==> src/rtl/pong_game_core.sv <==
// Pong engine: ball, player and AI paddles, scores and match FSM.
// Advances one game step every TICK_DIV frame ticks; all outputs are registered.
module pong_game_core #(
  parameter int unsigned COORD_W      = 10,
  parameter int unsigned SCORE_W      = 4,
  parameter int unsigned SCREEN_W     = 640,
  parameter int unsigned SCREEN_H     = 480,
  parameter int unsigned BALL_SIZE    = 10,
  parameter int unsigned PADDLE_W     = 10,
  parameter int unsigned PADDLE_H     = 60,
  parameter int unsigned OPP_X        = 30,
  parameter int unsigned PLAYER_X     = 600,
  parameter int unsigned BALL_SPEED   = 2,
  parameter int unsigned PADDLE_SPEED = 2,
  parameter int unsigned AI_SPEED     = 1,
  parameter int unsigned TICK_DIV     = 2,
  parameter int unsigned SERVE_DELAY  = 30,
  parameter int unsigned WIN_SCORE    = 9
) (
  input  logic               i_clk,
  input  logic               i_rst,
  input  logic               i_frame_tick,
  input  logic               i_btn_up,
  input  logic               i_btn_down,
  input  logic               i_serve,
  output logic [COORD_W-1:0] o_ball_x,
  output logic [COORD_W-1:0] o_ball_y,
  output logic [COORD_W-1:0] o_player_y,
  output logic [COORD_W-1:0] o_opp_y,
  output logic [SCORE_W-1:0] o_player_score,
  output logic [SCORE_W-1:0] o_opp_score,
  output logic [1:0]         o_state,
  output logic               o_point_pulse
);

  localparam int unsigned XW    = COORD_W + 1;
  localparam int unsigned DIV_W = (TICK_DIV > 1) ? $clog2(TICK_DIV) : 1;
  localparam int unsigned CNT_W = (SERVE_DELAY > 1) ? $clog2(SERVE_DELAY) : 1;

  localparam logic [XW-1:0] L_BALL_CX   = XW'((SCREEN_W - BALL_SIZE) / 2);
  localparam logic [XW-1:0] L_BALL_CY   = XW'((SCREEN_H - BALL_SIZE) / 2);
  localparam logic [XW-1:0] L_PAD_C     = XW'((SCREEN_H - PADDLE_H) / 2);
  localparam logic [XW-1:0] L_PAD_MAX   = XW'(SCREEN_H - PADDLE_H);
  localparam logic [XW-1:0] L_BALL_MAXY = XW'(SCREEN_H - BALL_SIZE);
  localparam logic [XW-1:0] L_BS        = XW'(BALL_SIZE);
  localparam logic [XW-1:0] L_BS_HALF   = XW'(BALL_SIZE / 2);
  localparam logic [XW-1:0] L_PH        = XW'(PADDLE_H);
  localparam logic [XW-1:0] L_PH_HALF   = XW'(PADDLE_H / 2);
  localparam logic [XW-1:0] L_BSPD      = XW'(BALL_SPEED);
  localparam logic [XW-1:0] L_PSPD      = XW'(PADDLE_SPEED);
  localparam logic [XW-1:0] L_AISPD     = XW'(AI_SPEED);
  localparam logic [XW-1:0] L_OPP_EDGE  = XW'(OPP_X + PADDLE_W);
  localparam logic [XW-1:0] L_PLAYER_X  = XW'(PLAYER_X);
  localparam logic [XW-1:0] L_SCREEN_W  = XW'(SCREEN_W);

  typedef enum logic [1:0] {
    S_IDLE  = 2'b00,
    S_SERVE = 2'b01,
    S_PLAY  = 2'b10,
    S_OVER  = 2'b11
  } state_t;

  state_t             r_state;
  logic [COORD_W-1:0] r_ball_x;
  logic [COORD_W-1:0] r_ball_y;
  logic [COORD_W-1:0] r_player_y;
  logic [COORD_W-1:0] r_opp_y;
  logic [SCORE_W-1:0] r_player_score;
  logic [SCORE_W-1:0] r_opp_score;
  logic               r_dir_x;
  logic               r_dir_y;
  logic [DIV_W-1:0]   r_div;
  logic [CNT_W-1:0]   r_cnt;
  logic               r_point_pulse;

  logic               w_step;
  logic [XW-1:0]      w_bx;
  logic [XW-1:0]      w_by;
  logic [XW-1:0]      w_py;
  logic [XW-1:0]      w_oy;
  logic [XW-1:0]      w_opp_c;
  logic [XW-1:0]      w_ball_c;
  logic [COORD_W-1:0] w_player_nxt;
  logic [COORD_W-1:0] w_opp_nxt;
  logic [COORD_W-1:0] w_bx_nxt;
  logic [COORD_W-1:0] w_by_nxt;
  logic               w_dir_x_nxt;
  logic               w_dir_y_nxt;
  logic               w_ov_opp;
  logic               w_ov_player;
  logic               w_miss_l;
  logic               w_miss_r;
  logic [SCORE_W-1:0] w_ps_inc;
  logic [SCORE_W-1:0] w_os_inc;

  assign w_step   = i_frame_tick && (r_div == DIV_W'(TICK_DIV - 1));
  assign w_bx     = {1'b0, r_ball_x};
  assign w_by     = {1'b0, r_ball_y};
  assign w_py     = {1'b0, r_player_y};
  assign w_oy     = {1'b0, r_opp_y};
  assign w_opp_c  = w_oy + L_PH_HALF;
  assign w_ball_c = w_by + L_BS_HALF;
  assign w_ps_inc = r_player_score + SCORE_W'(1);
  assign w_os_inc = r_opp_score + SCORE_W'(1);

  assign w_ov_opp    = (w_by + L_BS > w_oy) && (w_by < w_oy + L_PH);
  assign w_ov_player = (w_by + L_BS > w_py) && (w_by < w_py + L_PH);

  // Player paddle: up wins over down, clamped to the playfield
  always_comb begin
    w_player_nxt = r_player_y;
    if (i_btn_up) begin
      w_player_nxt = (w_py < L_PSPD) ? '0 : COORD_W'(w_py - L_PSPD);
    end else if (i_btn_down) begin
      w_player_nxt = (w_py + L_PSPD > L_PAD_MAX) ? COORD_W'(L_PAD_MAX)
                                                 : COORD_W'(w_py + L_PSPD);
    end
  end

  // AI paddle chases the ball centre with a dead band of AI_SPEED
  always_comb begin
    w_opp_nxt = r_opp_y;
    if (w_ball_c > w_opp_c + L_AISPD) begin
      w_opp_nxt = (w_oy + L_AISPD > L_PAD_MAX) ? COORD_W'(L_PAD_MAX)
                                                : COORD_W'(w_oy + L_AISPD);
    end else if (w_opp_c > w_ball_c + L_AISPD) begin
      w_opp_nxt = (w_oy < L_AISPD) ? '0 : COORD_W'(w_oy - L_AISPD);
    end
  end

  // Ball vertical motion with wall clamp and reflection (dir 1 = down)
  always_comb begin
    w_by_nxt    = r_ball_y;
    w_dir_y_nxt = r_dir_y;
    if (!r_dir_y) begin
      if (w_by < L_BSPD) begin
        w_by_nxt    = '0;
        w_dir_y_nxt = 1'b1;
      end else begin
        w_by_nxt = COORD_W'(w_by - L_BSPD);
      end
    end else if (w_by + L_BSPD > L_BALL_MAXY) begin
      w_by_nxt    = COORD_W'(L_BALL_MAXY);
      w_dir_y_nxt = 1'b0;
    end else begin
      w_by_nxt = COORD_W'(w_by + L_BSPD);
    end
  end

  // Ball horizontal motion: paddle bounce takes precedence over a miss (dir 1 = right)
  always_comb begin
    w_bx_nxt    = r_ball_x;
    w_dir_x_nxt = r_dir_x;
    w_miss_l    = 1'b0;
    w_miss_r    = 1'b0;
    if (!r_dir_x) begin
      if (w_bx >= L_OPP_EDGE && w_bx <= L_OPP_EDGE + L_BSPD && w_ov_opp) begin
        w_bx_nxt    = COORD_W'(L_OPP_EDGE);
        w_dir_x_nxt = 1'b1;
      end else if (w_bx < L_BSPD) begin
        w_miss_l = 1'b1;
      end else begin
        w_bx_nxt = COORD_W'(w_bx - L_BSPD);
      end
    end else begin
      if (w_bx + L_BS <= L_PLAYER_X && w_bx + L_BS + L_BSPD >= L_PLAYER_X && w_ov_player) begin
        w_bx_nxt    = COORD_W'(L_PLAYER_X - L_BS);
        w_dir_x_nxt = 1'b0;
      end else if (w_bx + L_BS + L_BSPD > L_SCREEN_W) begin
        w_miss_r = 1'b1;
      end else begin
        w_bx_nxt = COORD_W'(w_bx + L_BSPD);
      end
    end
  end

  // Match FSM and all game state; nothing changes outside a step
  always_ff @(posedge i_clk or posedge i_rst) begin
    if (i_rst) begin
      r_state        <= S_IDLE;
      r_ball_x       <= COORD_W'(L_BALL_CX);
      r_ball_y       <= COORD_W'(L_BALL_CY);
      r_player_y     <= COORD_W'(L_PAD_C);
      r_opp_y        <= COORD_W'(L_PAD_C);
      r_player_score <= '0;
      r_opp_score    <= '0;
      r_dir_x        <= 1'b1;
      r_dir_y        <= 1'b1;
      r_div          <= '0;
      r_cnt          <= '0;
      r_point_pulse  <= 1'b0;
    end else begin
      r_point_pulse <= 1'b0;
      if (i_frame_tick) begin
        r_div <= w_step ? '0 : r_div + DIV_W'(1);
      end
      if (w_step) begin
        unique case (r_state)
          S_IDLE, S_OVER: begin
            if (i_serve) begin
              r_state        <= S_SERVE;
              r_player_score <= '0;
              r_opp_score    <= '0;
              r_cnt          <= '0;
              r_ball_x       <= COORD_W'(L_BALL_CX);
              r_ball_y       <= COORD_W'(L_BALL_CY);
            end
          end
          S_SERVE: begin
            r_player_y <= w_player_nxt;
            r_opp_y    <= w_opp_nxt;
            r_ball_x   <= COORD_W'(L_BALL_CX);
            r_ball_y   <= COORD_W'(L_BALL_CY);
            if (r_cnt == CNT_W'(SERVE_DELAY - 1)) begin
              r_state <= S_PLAY;
              r_cnt   <= '0;
            end else begin
              r_cnt <= r_cnt + CNT_W'(1);
            end
          end
          S_PLAY: begin
            r_player_y <= w_player_nxt;
            r_opp_y    <= w_opp_nxt;
            if (w_miss_l || w_miss_r) begin
              r_point_pulse <= 1'b1;
              r_ball_x      <= COORD_W'(L_BALL_CX);
              r_ball_y      <= COORD_W'(L_BALL_CY);
              if (w_miss_l) begin
                r_player_score <= w_ps_inc;
                r_dir_x        <= 1'b0;
                r_state        <= (w_ps_inc == SCORE_W'(WIN_SCORE)) ? S_OVER : S_SERVE;
              end else begin
                r_opp_score <= w_os_inc;
                r_dir_x     <= 1'b1;
                r_state     <= (w_os_inc == SCORE_W'(WIN_SCORE)) ? S_OVER : S_SERVE;
              end
            end else begin
              r_ball_x <= w_bx_nxt;
              r_ball_y <= w_by_nxt;
              r_dir_x  <= w_dir_x_nxt;
              r_dir_y  <= w_dir_y_nxt;
            end
          end
          default: r_state <= S_IDLE;
        endcase
      end
    end
  end

  assign o_ball_x       = r_ball_x;
  assign o_ball_y       = r_ball_y;
  assign o_player_y     = r_player_y;
  assign o_opp_y        = r_opp_y;
  assign o_player_score = r_player_score;
  assign o_opp_score    = r_opp_score;
  assign o_state        = r_state;
  assign o_point_pulse  = r_point_pulse;

endmodule
==> config.mk <==
export PLATFORM = sky130hd
export DESIGN_NAME = pong_game_core
export DESIGN_NICKNAME = d
export VERILOG_FILES = /design/src/rtl/pong_game_core.sv
export SDC_FILE = /design/constraint.sdc
export NUM_CORES = 1
export LEC_CHECK = 0
export CAP_MARGIN = 20
export CORE_MARGIN = 2
export CORE_UTILIZATION = 62
export CTS_BUF_LIST = sky130_fd_sc_hd__clkbuf_8
export DETAILED_ROUTE_END_ITERATION = 7
export PLACE_DENSITY = 0.85
export SYNTH_ARGS = -nofsm -noshare
export SYNTH_HDL_FRONTEND = slang
export SYNTH_SLANG_ARGS = --single-unit
export TNS_END_PERCENT = 5
==> constraint.sdc <==
create_clock -name i_clk -period 5.9 [get_ports i_clk]
set_input_delay 1.18 -clock i_clk [delete_from_list [all_inputs] [get_ports i_clk]]
set_output_delay 1.18 -clock i_clk [all_outputs]
set_load 0.01 [all_outputs]
==> impl_results.md, run 1 <==
- Status: finished clean
- Max-slew violations: 0
- DR iter-0 viols: 944
- Post-CTS setup buffer count: 0
- Post-synth net total: 1081
- Final Hold Viols: 0
- CTS clk-pin slew, worst paths: 0.08 ns
- Post-synth EDFFs: 0
- Hold EP: r_cnt[3]$_DFFE_PP0P_
- Setup slack, reg-to-reg: 1.19 ns
- Min Tclk post-route: 4.71 ns
- Tot GR Track Use: 31.8%
- Largest area contributor in the netlist: ha_1
- DR WL/cell: 18.0 um
- Via count: 7598
- R2R depth: 17
- CP Launch Type: flip-flop
- RR Endpoint: o_opp_y[1]$_DFFE_PP1P_
- PwrDens: 510 mW/mm^2
- Register area: 0.00148 mm^2
- Via density per instance: 6.62
- Multi-input logic area: 0.00568 mm^2
- IO Pins: 57
- Bufs on Longest Clock Path: 2
- Final-report setup violation count: 0
- Residual DRC count: 0
- Synth cell types: 92
- Layout fillers: 1004
- Synth top area share: 14.9%
- Gates resized, CTS repair: 0
- Antenna Cells: 0
- Setup CP Type: reg -> reg
- CTS sink count: 58
- Ys async rst share: 100%
- CP Max Fanout: 10
- Avg Inst Size Synth: 7.76 um^2
- Register bit total from synthesis: 58
- Area Growth Syn to Fin: 9.05%
- Max_cap viols: 0
- Core ar.: 0.0120 mm^2
- Syn Inst Count: 984
- 1st-pass router iterations: 8
- Share of layout cells above drive strength 1: 6.50%
- Synth area leaders: ha_1 15%, dfrtp_1 12%, dfstp_2 7.6%
- Leakage power: 0.00332 uW
- Slew margin rel.: 38.8%
- Worst hold path cell count: 1
- Initial antenna violation count: 0
- Worst hold path type: reg -> reg
- Pin count of the biggest net entering global routing: 59
- Synth Flop Type: dfrtp_1
- Detailed-placement wirelength estimate: 15.2 mm
- CP Capture Type: flip-flop
- Port Buffer Count: 55
- Post-Route WL: 20.6 mm
- Final net count: 1092
- Clk_skew: 0.0135 ns
- CTS Hold Bufs: 0
- FP Rows: 40
- RSZ-0062 raised after global routing: no
- Worst Path Arrival: 5.01 ns
- First-pass GRT wire length: 34.0 mm
- Die area: 0.0132 mm^2
- Final worst-path cycle share: 79.8%
- Worst r2r src: o_opp_y[2]$_DFFE_PP0P_
- Synth Cell Area: 0.00763 mm^2
- Setup TNS: 0 ns
- Sequential element share of the synthesized area: 19.4%
- Die H: 115 um
- Peak VDD IR: 272 uV
- Filler-free cell count of the finished design: 1147
- WP data required: 6.20 ns
- Post-route ant nets: 0
- Chip width: 115 um
- Clock latency at the later pin of the worst-skew pair: 0.38 ns
- Hold_sp: r_cnt[3]$_DFFE_PP0P_
- Root buf cell: clkbuf_8
- Placed cells: 1131
- Pwr Total: 4250 uW
- Synth warnings: 0
- Max frequency: 213 MHz
- H-tree Lvls: 3
- Tightest Pin Transition: 0.912 ns
- TritonCTS clock tree: done
- CTS Buf Count: 9
- Number of global-route vias before repair: 6975
- Grt total ovfl: 0
- Starting Density: 63.5%
- Routability cong.: 0.945
==> metrics by stage <==
stage          area, um^2  util (%)  hold slack, ns  setup WS (ns)
6_report             8320      69.3           0.528           1.19
5_1_grt              8320      69.3           0.554          0.762
4_1_cts              8320      69.3           0.528           1.29
3_5_place_dp         8130      67.7           0.519           1.31
3_3_place_gp         8130      67.7           0.506           1.49
2_1_floorplan        7630         -           0.469           1.67
==> critical path: stages (launching register included) <==
cell,delay (ns)
dfrtp_1,0.50
inv_1,0.22
ha_1,0.33
a21boi_0,0.40
xnor2_1,0.19
inv_1,0.11
nand3b_1,0.11
or3_1,0.37
nor3_1,0.22
nor2_1,0.07
ha_1,0.32
a21oi_1,0.20
nand2_1,0.09
or2_2,0.29
o21ai_1,0.41
nand2_1,0.33
mux2_2,0.34
o21ai_0,0.15
==> flip-flops by register name, summed over array words and instances, names as in the netlist <==
signal          flops
o_player_y          9
o_point_pulse       1
o_ball_y           10
r_div               1
r_dir_y             1
o_player_score      4
r_dir_x             1
o_opp_score         4
o_ball_x           10
o_opp_y            10
r_cnt               5
o_state             2
==> cells in the mapped netlist (20+ instances only) <==
master    count
clkbuf_1     37
dfrtp_1      36
o21ai_0      67
nand3_1      39
dfstp_2      22
nor3_1       34
ha_1         91
a21oi_1      53
nor2_1       68
o21a_1       20
inv_1        53
nand2_1      93
xnor2_1      61
==> worst max-delay path by stage <==
stage                                      start                endpoint
after detailed placement  o_opp_y[2]$_DFFE_PP0P_  o_opp_y[7]$_DFFE_PP1P_
after global placement    o_opp_y[2]$_DFFE_PP0P_  o_opp_y[1]$_DFFE_PP1P_
final                     o_opp_y[2]$_DFFE_PP0P_  o_opp_y[1]$_DFFE_PP1P_
after floorplan           o_opp_y[3]$_DFFE_PP0P_  o_opp_y[5]$_DFFE_PP0P_
after global routing      o_opp_y[2]$_DFFE_PP0P_  o_opp_y[7]$_DFFE_PP1P_
after CTS                 o_opp_y[2]$_DFFE_PP0P_  o_opp_y[7]$_DFFE_PP1P_
==> power by group <==
part	switching, uW	total (uW)	internal, uW
Clock	189	392	203
Combinational	1640	2940	1300
Sequential	357	910	553
Total	2190	4250	2060
==> placed cells by master (no fill, tap or decap), drive strengths merged, types with 11 or more instances in the layout <==
master          n
nand2          94
ha             91
o21ai          72
nor2           68
xnor2          63
clkdlybuf4s50  55
inv            55
a21oi          53
nand3          40
dfrtp          36
nor3           34
dfstp          22
o21a           20
nand4          19
nor2b          14
a22o           12
o211ai         12
o31ai          11
a211oi         11
and3           11
==> metal layers <==
| layer | global-route usage, % | part of all wire, % | wire length, um | vias up |
|---|---|---|---|---|
| li1 | - | - | - | 3671 |
| met1 | 42.7 | 45 | 9300 | 3538 |
| met2 | 51.6 | 46 | 9510 | 333 |
| met3 | 5.06 | 6.2 | 1270 | 56 |
| met4 | 12.1 | 2.6 | 541 | 0 |
| met5 | 0 | 0 | 0 | - |
==> cell families (layout without fill, tap and decap cells) <==
group	after synthesis	in the layout	share of synthesized area, %
xor gates and xnor gates	70	70	8.23
adders and majority gates	91	91	14.9
DFF	58	58	19.4
other	1	1	0.0491
and+or+nand+nor	341	341	22.6
buffers and inverters	115	131	6.25
muxes	11	11	1.54
AOI/OAI and AO/OA	297	297	27.1
==> final cells by class <==
type	instances	share of cell area [%]
inverter	58	2.62
clock buffer	10	1.65
clock inverter	6	0.707
timing repair buffer	57	6.79
sequential	58	17.8
multi-input combinational	811	68.3
tap	147	2.21
Power figures use the tool's default switching activity.
==> inputs of run 2 (changes only) <==
--- a/config.mk
+++ b/config.mk
@@ -7,10 +7,10 @@
 export LEC_CHECK = 0
 export CAP_MARGIN = 20
 export CORE_MARGIN = 2
-export CORE_UTILIZATION = 62
+export CORE_UTILIZATION = 56
 export CTS_BUF_LIST = sky130_fd_sc_hd__clkbuf_8
 export DETAILED_ROUTE_END_ITERATION = 7
-export PLACE_DENSITY = 0.85
+export PLACE_DENSITY = 0.81
 export SYNTH_ARGS = -nofsm -noshare
 export SYNTH_HDL_FRONTEND = slang
 export SYNTH_SLANG_ARGS = --single-unit
==> constraint.sdc (replaced) <==
create_clock -name i_clk -period 4.32 [get_ports i_clk]
set_input_delay 0.864 -clock i_clk [delete_from_list [all_inputs] [get_ports i_clk]]
set_output_delay 0.864 -clock i_clk [all_outputs]
set_load 0.01 [all_outputs]
==> run 2 against run 1 <==
Against the previous run:
- combinational power up 49%
- clock power up 42%
- critical endpoint is now o_opp_y[5]$_DFFE_PP0P_
- sequential cell count unchanged
- sequential power up 19%
- worst setup slack worse by 0.94 ns
- largest power group unchanged
- total power up 42%
==> impl_results.md, run 2 (synthesis gave the netlist of run 1 again) <==
- Die area: 0.0146 mm^2
- Final-report setup violation count: 0
- Starting Density: 57.4%
- Worst r2r src: o_opp_y[1]$_DFFE_PP1P_
- Share of layout cells above drive strength 1: 10.7%
- Gates resized, CTS repair: 0
- TritonCTS clock tree: done
- Layout fillers: 1140
- CTS Buf Count: 9
- Initial antenna violation count: 0
- Setup CP Type: reg -> reg
- Worst hold path cell count: 1
- Clk_skew: 0.0183 ns
- Most common cell after layout, fill and taps aside: nand2_1
- Final Hold Viols: 0
- Chip width: 121 um
- Post-Route WL: 21.7 mm
- Final worst-path cycle share: 94.1%
- Max-slew violations: 0
- Status: finished clean
- Most frequent cells in the layout: 92 x nand2_1, 91 x ha_1, 68 x nor2_1
- Worst hold path type: reg -> reg
- Post-CTS setup buffer count: 0
- Grt total ovfl: 0
- 1st-pass router iterations: 7
- Via count: 7787
- Pwr Total: 6030 uW
- RR Endpoint: o_opp_y[5]$_DFFE_PP0P_
- Number of global-route vias before repair: 7051
- CTS sink count: 58
- Slew margin rel.: 48.8%
- DR iter-0 viols: 960
- Tightest Pin Transition: 0.761 ns
- FP Rows: 42
- IO Pins: 57
- First-pass GRT wire length: 35.3 mm
- Residual DRC count: 0
- CTS Hold Bufs: 0
- Pin count of the biggest net entering global routing: 32
- Detailed-placement wirelength estimate: 16.0 mm
- DP Area: 0.00843 mm^2
- R2R depth: 18
- Root buf cell: clkbuf_8
- Post-route cell area: 0.00868 mm^2
- Max_cap viols: 0
- Clock latency at the later pin of the worst-skew pair: 0.38 ns
- Max frequency: 246 MHz
- DR WL/cell: 17.9 um
- Worst Path Arrival: 4.32 ns
- Peak VDD IR: 372 uV
- H-tree Lvls: 3
- Min Tclk post-route: 4.07 ns
- Setup slack, reg-to-reg: 0.25 ns
- Final net count: 1128
- Hold_sp: r_cnt[3]$_DFFE_PP0P_
- Hold EP: r_cnt[3]$_DFFE_PP0P_
- Die H: 121 um
- Bufs on Longest Clock Path: 2
- Antenna Cells: 0
- WP data required: 4.58 ns
- Leakage power: 0.00350 uW
- CP Max Fanout: 11
- Post-route ant nets: 0
- CTS clk-pin slew, worst paths: 0.07 ns
- Via density per instance: 6.42
- Core ar.: 0.0133 mm^2
- Tot GR Track Use: 29.7%
- CP Capture Type: flip-flop
- PwrDens: 694 mW/mm^2
- Port Buffer Count: 55
- Routability cong.: 0.938
- Area Growth Syn to Fin: 13.8%
- CP Launch Type: flip-flop
run 2: cell count changes in the layout (fill, tap and decap cells not counted), sizes merged:
cell | before | now
inv | 55 | 54
buf | 2 | 38
clkinvlp | 2 | 3
run 2: metrics by stage:
stage          hold WS (ns)  util (%)  worst slack, ns  setup TNS, ns  std cells
2_1_floorplan         0.469         -           0.0919              0        984
4_1_cts               0.529      65.0            0.206              0       1212
3_5_place_dp          0.521      63.4            0.222              0       1196
5_1_grt               0.564      65.3         -0.00166       -0.00166       1212
6_report              0.532      65.3            0.254              0       1212
3_3_place_gp          0.503      63.4            0.287              0       1196
run 2: where the power goes:
group | switching [uW] | leakage (uW) | total, uW | internal [uW]
clock network | 273 | 0.0000945 | 555 | 282
registers | 319 | 0.000688 | 1080 | 758
logic | 2500 | 0.00271 | 4390 | 1900
total | 3090 | 0.00350 | 6030 | 2940
run 2: routing by layer:
layer	part of all wire [%]	vias to the layer above	GRT usage, %
li1	-	3735	-
met1	45	3652	40.6
met2	46	354	48.1
met3	6.9	46	4.86
met4	2.1	0	9.30
met5	0	-	0
run 2: worst max-delay path, cell delays in order, from the launching register on:
cell and delay (ns):
dfstp_2 0.60, inv_1 0.08, buf_4 0.16, ha_1 0.31
inv_1 0.09, nand3_1 0.10, nand3b_1 0.20, or3_1 0.38
nor3_1 0.19, nor2_1 0.06, ha_1 0.31, a21oi_1 0.22
nand2_1 0.09, or2_2 0.30, o21ai_2 0.21, buf_4 0.19
a21o_4 0.19, a21oi_1 0.06, o22a_1 0.20
run 2: how the worst max path moves through the flow:
stage | from | to | slack (ns) | depth (start not counted)
floorplan | o_opp_y[3]$_DFFE_PP0P_ | o_opp_y[5]$_DFFE_PP0P_ | 0.09 | 20
global placement | o_ball_y[1]$_DFFE_PP1P_ | o_opp_y[3]$_DFFE_PP0P_ | 0.29 | 16
detailed placement | o_opp_y[1]$_DFFE_PP1P_ | o_opp_y[5]$_DFFE_PP0P_ | 0.22 | 18
CTS | o_opp_y[1]$_DFFE_PP1P_ | o_opp_y[5]$_DFFE_PP0P_ | 0.21 | 18
global route | o_ball_y[1]$_DFFE_PP1P_ | o_opp_y[9]$_DFFE_PP0P_ | -0.002 | 16
finish | o_opp_y[1]$_DFFE_PP1P_ | o_opp_y[5]$_DFFE_PP0P_ | 0.25 | 18
run 2: final cells by class:
type	count	area [um^2]	share of cell area (%)
Clock buffer	10	138	1.59
Clock inverter	6	66.3	0.764
Inverter	58	218	2.51
Multi-Input combinational cell	811	5720	65.9
Sequential cell	58	1480	17.0
Tap cell	176	220	2.54
Timing Repair Buffer	93	836	9.63
==> RTL change 1 (flow settings as in run 2) <==
Register the input `i_btn_down` before use, cleared by the reset. The logic sees it one clock later. The other inputs are not delayed to match.
--- a/src/rtl/pong_game_core.sv
+++ b/src/rtl/pong_game_core.sv
@@ -60,6 +60,16 @@
     S_OVER  = 2'b11
   } state_t;
 
+  logic i_btn_down_q;
+
+  always_ff @(posedge i_clk or posedge i_rst) begin
+    if (i_rst) begin
+      i_btn_down_q <= '0;
+    end else begin
+      i_btn_down_q <= i_btn_down;
+    end
+  end
+
   state_t             r_state;
   logic [COORD_W-1:0] r_ball_x;
   logic [COORD_W-1:0] r_ball_y;
@@ -111,7 +121,7 @@
     w_player_nxt = r_player_y;
     if (i_btn_up) begin
       w_player_nxt = (w_py < L_PSPD) ? '0 : COORD_W'(w_py - L_PSPD);
-    end else if (i_btn_down) begin
+    end else if (i_btn_down_q) begin
       w_player_nxt = (w_py + L_PSPD > L_PAD_MAX) ? COORD_W'(L_PAD_MAX)
                                                  : COORD_W'(w_py + L_PSPD);
     end
Behaviour: not the same (Yosys sat finds a counterexample within 10 cycles, from zero or initial values and one cycle with i_rst high).
==> RTL change 1 against run 2 <==
  * Cell count grew 2.0%
  * Critical endpoint is now o_opp_y[3]
  * Largest cell class unchanged
  * Hold slack got worse by 0.012 ns
  * Highest routed layer unchanged
  * Cell area rose by 0.79%
  * Synthesized cell count is 2.6% higher
  * Worst setup slack lost 0.063 ns
  * Wire length up 1.5%
  * Total power is 3.8% lower
  * Combinational power shrank 6.8%
  * Sequential share of layout area rose by 0.18 points
  * Largest power group unchanged
  * Area after synthesis is 0.84% higher
  * Sequential cell count grew 1
  * Clock skew fell by 0.0069 ns
==> RTL change 1: results (changes against run 2) <==
status -> finished, final reports clean
largest cells by area after synthesis -> ha_1 (15%), dfrtp_1 (12%), dfstp_2 (7.5%)
Reg power frac -> 0.193 (+0.014)
Detailed Place HPWL -> 16.18 mm (+0.99%)
Multi-In Gates -> 838 (+3.3%)
FF/Latch Area -> 0.001508 mm2 (+1.9%)
Seq/Total Area, Yosys -> 0.1954 (+0.001645)
cell area power density -> 662.4 mW/mm2 (-4.6%)
post-synthesis mux area share -> 0.006666 (-0.008744)
DR iter-0 viols -> 1139 (+19%)
fraction of area in multi-input gates -> 0.6594 (about the same)
Gate Count Post-Synth -> 1010 (+2.6%)
met2 wire length -> 10.10 mm (+0.85%)
dpl cell area -> 0.008477 mm2 (+0.52%)
Global Route met2 Usage -> 0.4863 (+0.005374)
clock sinks -> 59 (+1.7%)
M1 GR Usage -> 0.4293 (+0.02297)
Clock group -> 0.581 mW (+4.7%)
synth cell count leaders -> ha_1 (91), nand2_1 (90), nor2_1 (82)
post-synthesis xor/xnor area fraction -> 0.08080 (-0.001495)
met3 global-route usage -> 0.04887 (+0.0002873)
routed via count -> 7907 (+1.5%)
CP max stage delay -> 0.42 ns (-0.18 ns)
share of layout cells above drive strength 1 -> 0.1075 (+0.0004043)
Arr. time, crit path -> 4.40 ns (+0.08 ns)
pin count of the biggest net entering global routing -> 41 (+28%)
Slew headroom -> 0.4236 (-0.06417)
Distinct cells, synth -> 89 (-3.3%)
Cell Area, Synth -> 0.007696 mm2 (+0.84%)
buffer share of cell area -> 0.09637 (+0.0001009)
adder and majority gate portion of the synthesized area -> 0.1479 (-0.001237)
clk cell area share -> 0.02402 (+0.0005302)
Non-clk bufs -> 94 (+1.1%)
Met1 Routed Length -> 9.741 mm (+0.21%)
Net Sw Frac -> 0.5066 (-0.006246)
critical path fanouts, max -> 9 (-2)
Wirelength per Cell -> 17.80 um (-0.52%)
Layout Skew -> 0.01136 ns (-0.006898 ns)
-- RTL change 1: cell count changes in the layout (fill, tap and decap cells not counted), moves of 7 or more --
| cell | run 2 | this run |
|---|---|---|
| nor2_1 | 68 | 82 |
| o21a_1 | 19 | 12 |
| xor2_1 | 7 | 19 |
| nand2b_1 | 8 | 15 |
| a21oi_1 | 51 | 77 |
| xnor2_1 | 61 | 50 |
-- RTL change 1: cell families (layout without fill, tap and decap cells) --
kind of cell / after synthesis / after routing
fa+ha+maj: 91 / 91
simple gates: 358 / 358
compound gates: 312 / 312
mux: 5 / 5
flops: 59 / 59
xor+xnor: 71 / 71
other cells: 1 / 1
buf+inv: 113 / 163
-- RTL change 1: path summary, 6_finish.rpt --
kind	slack (ns)	cells after the start	to
min in group asynchronous	0.98	2	o_ball_y[9]
max	0.19	18	o_opp_y[3]
min reg2reg	0.52	1	r_cnt[3]
min	0.52	1	r_cnt[3]
max reg2reg	0.19	18	o_opp_y[3]
max in group asynchronous	2.46	3	o_opp_y[6]
==> RTL change 2 (flow settings as in run 2) <==
Without the edit above. The parameter `SERVE_DELAY` goes from 30 to 60.
--- a/src/rtl/pong_game_core.sv
+++ b/src/rtl/pong_game_core.sv
@@ -14,7 +14,7 @@
   parameter int unsigned PADDLE_SPEED = 2,
   parameter int unsigned AI_SPEED     = 1,
   parameter int unsigned TICK_DIV     = 2,
-  parameter int unsigned SERVE_DELAY  = 30,
+  parameter int unsigned SERVE_DELAY  = 60,
   parameter int unsigned WIN_SCORE    = 9
 ) (
   input  logic               i_clk,
Formal check against the unedited RTL: no difference found for any inputs over 4 cycles, from zero or initial values and one cycle with i_rst high; that may be too few to reach the edited logic, so the function may still have changed.
==> RTL change 2 against run 2 <==
  * Count of clock-buffer cells in the layout grew 1
  * Cell area is 1.6% higher
  * Area after synthesis is 1.3% higher
  * Total power grew 8.5%
  * Wire length grew 2.2%
  * Sequential cell count up 1
  * Global-route usage rose by 0.83 points
  * Worst setup slack better by 0.017 ns
  * Non-clock buffer count grew 4
  * Cell count increased by 0.91%
  * Critical path type unchanged
  * Highest routed layer unchanged
==> RTL change 2: results (changes against run 2) <==
overall routing resource usage -> 0.3057 (+0.008291)
Hold Startpoint -> r_cnt[4]
CTS buffer count -> 9 (unchanged)
Seq/Total Area, Yosys -> 0.1946 (+0.0007909)
DR iter-0 viols -> 1043 (+8.6%)
Arr. time, crit path -> 4.31 ns (about the same)
Layout Skew -> 0.01291 ns (-0.005346 ns)
gpl congestion -> 0.9642 (+2.8%)
PortBufs -> 55 (unchanged)
Async SR Flop Fraction -> 1.000 (unchanged)
Final period util -> 0.9374 (-0.003821)
delay-heaviest family, CP -> simple AND/OR/NAND/NOR gates
largest cells by area after synthesis -> ha_1 (15%), dfrtp_1 (12%), dfstp_2 (7.5%)
status -> finished, final reports clean
hold path endpoint -> r_cnt[4]
Detailed Place HPWL -> 16.57 mm (+3.4%)
fillers -> 1158 (+1.6%)
Distinct cells, synth -> 91 (-1.1%)
Hold Path Depth -> 1 (unchanged)
Slowest-stage cell, CP -> dfstp_2
DR pass1 iterations -> 7 (unchanged)
Ant. Diodes -> 0 (unchanged)
Synth Warn # -> 0 (unchanged)
syn nets -> 1085 (+0.37%)
ys flop type -> dfrtp_1
CP max stage delay -> 0.71 ns (+0.11 ns)
clock latency on the worst-skew pair -> 0.38 ns (about the same)
htree depth -> 3 (unchanged)
initial antenna violation count -> 1 (+1)
Peak VDD IR -> 0.0007551 V (+100%)
CTS Buffer Depth -> 2 (unchanged)
synth cell count leaders -> ha_1 (90), nand2_1 (83), o21ai_0 (75)
R2R setup slack -> 0.27 ns (+0.02 ns)
Post-Route WL -> 22.15 mm (+2.2%)
Max-cap violations -> 0 (unchanged)
pin count of the biggest net entering global routing -> 28 (-13%)
clk slew on worst S/H paths -> 0.08 ns
Worst-Margin Slew -> 0.7277 ns (-0.03369 ns)
worst hold-check path type -> flip-flop to flip-flop
reg-to-reg endpoint -> o_opp_score[2]
vias in the first global route -> 7139 (+1.2%)
Switching Power -> 3.357 mW (+8.6%)
critical path fanouts, max -> 14 (+3)
pre-CTS setup slack -> 0.1845 ns (-0.03765 ns)
first-pass GRT wire length -> 36.21 mm (+2.7%)
leakage -> 3.539 nW (+1.3%)
Worst R2R Path Depth -> 15 (-3)
share of layout cells above drive strength 1 -> 0.1127 (+0.005560)
routed via count -> 7980 (+2.5%)
Root Buffer -> clkbuf_8
Crit Reg-Reg Startpoint -> o_ball_y[6]
[RTL change 2: cell types whose count changed in the layout (fill, tap and decap cells not counted), moves of 7 or more]
cell     delta
nor3_1     -13
inv_1      -11
xnor2_1    -11
xor2_1     +11
a21o_1      +9
a31oi_1     +9
nand2_1     -9
o21ai_0     +7
[RTL change 2: stage by stage]
stage / area (um2) / hold slack, ns / instances / util
floorplan: 7730 / 0.4681 / 989 / -
global placement: 8543 / 0.4969 / 1205 / 0.6400
detailed placement: 8543 / 0.5010 / 1205 / 0.6400
CTS: 8778 / 0.5107 / 1221 / 0.6577
global route: 8825 / 0.5324 / 1223 / 0.6611
finish: 8825 / 0.5145 / 1223 / 0.6611
[RTL change 2: logic make-up after synthesis]
family / count (synthesis) / synth area share
other: 1 / 0.0004851
AOI/OAI and AO/OA: 314 / 0.2815
and+or+nand+nor: 346 / 0.2320
buffers and inverters: 102 / 0.05665
xor gates and xnor gates: 69 / 0.07818
DFF: 59 / 0.1946
muxes: 8 / 0.01101
adders and majority gates: 90 / 0.1457
[RTL change 2: timing repair]
item,4_1_cts,5_1_grt
buffers inserted,0,2
gates resized for setup,0,6
endpoints found under the setup margin,0,14
[RTL change 2: worst max path at each step]
stage,startpoint,end
floorplan,o_ball_y[2],o_opp_y[5]
global placement,o_ball_y[6],o_opp_score[3]
detailed placement,o_opp_y[3],o_opp_y[0]
CTS,o_opp_y[3],o_opp_y[0]
global route,o_opp_y[3],o_opp_y[0]
finish,o_ball_y[6],o_opp_score[2]
[RTL change 2: layer usage]
layer / wire length (um) / vias to the layer above / GRT usage
li1: - / 3798 / -
met1: 9953 / 3731 / 0.4411
met2: 9862 / 411 / 0.4617
met3: 1870 / 40 / 0.05592
met4: 467 / 0 / 0.09626
met5: 0 / - / 0
[RTL change 2: cell type report]
type,instances,area share
clock buffer,11,0.01716
multi-input combinational,828,0.6584
timing repair buffer,97,0.09953
sequential,59,0.1704
inverter,47,0.01999
clock inverter,5,0.009500
tap,176,0.02495
[RTL change 2: power groups by stage]
stage               Sequential (mW)  Combinational [mW]  Clock [mW]
floorplan                     0.968                3.33           0
CTS                            1.09                4.68       0.634
global placement               1.09                4.56           0
global route                   1.14                5.28       0.657
detailed placement             1.10                4.65           0
finish                         1.11                4.80       0.629
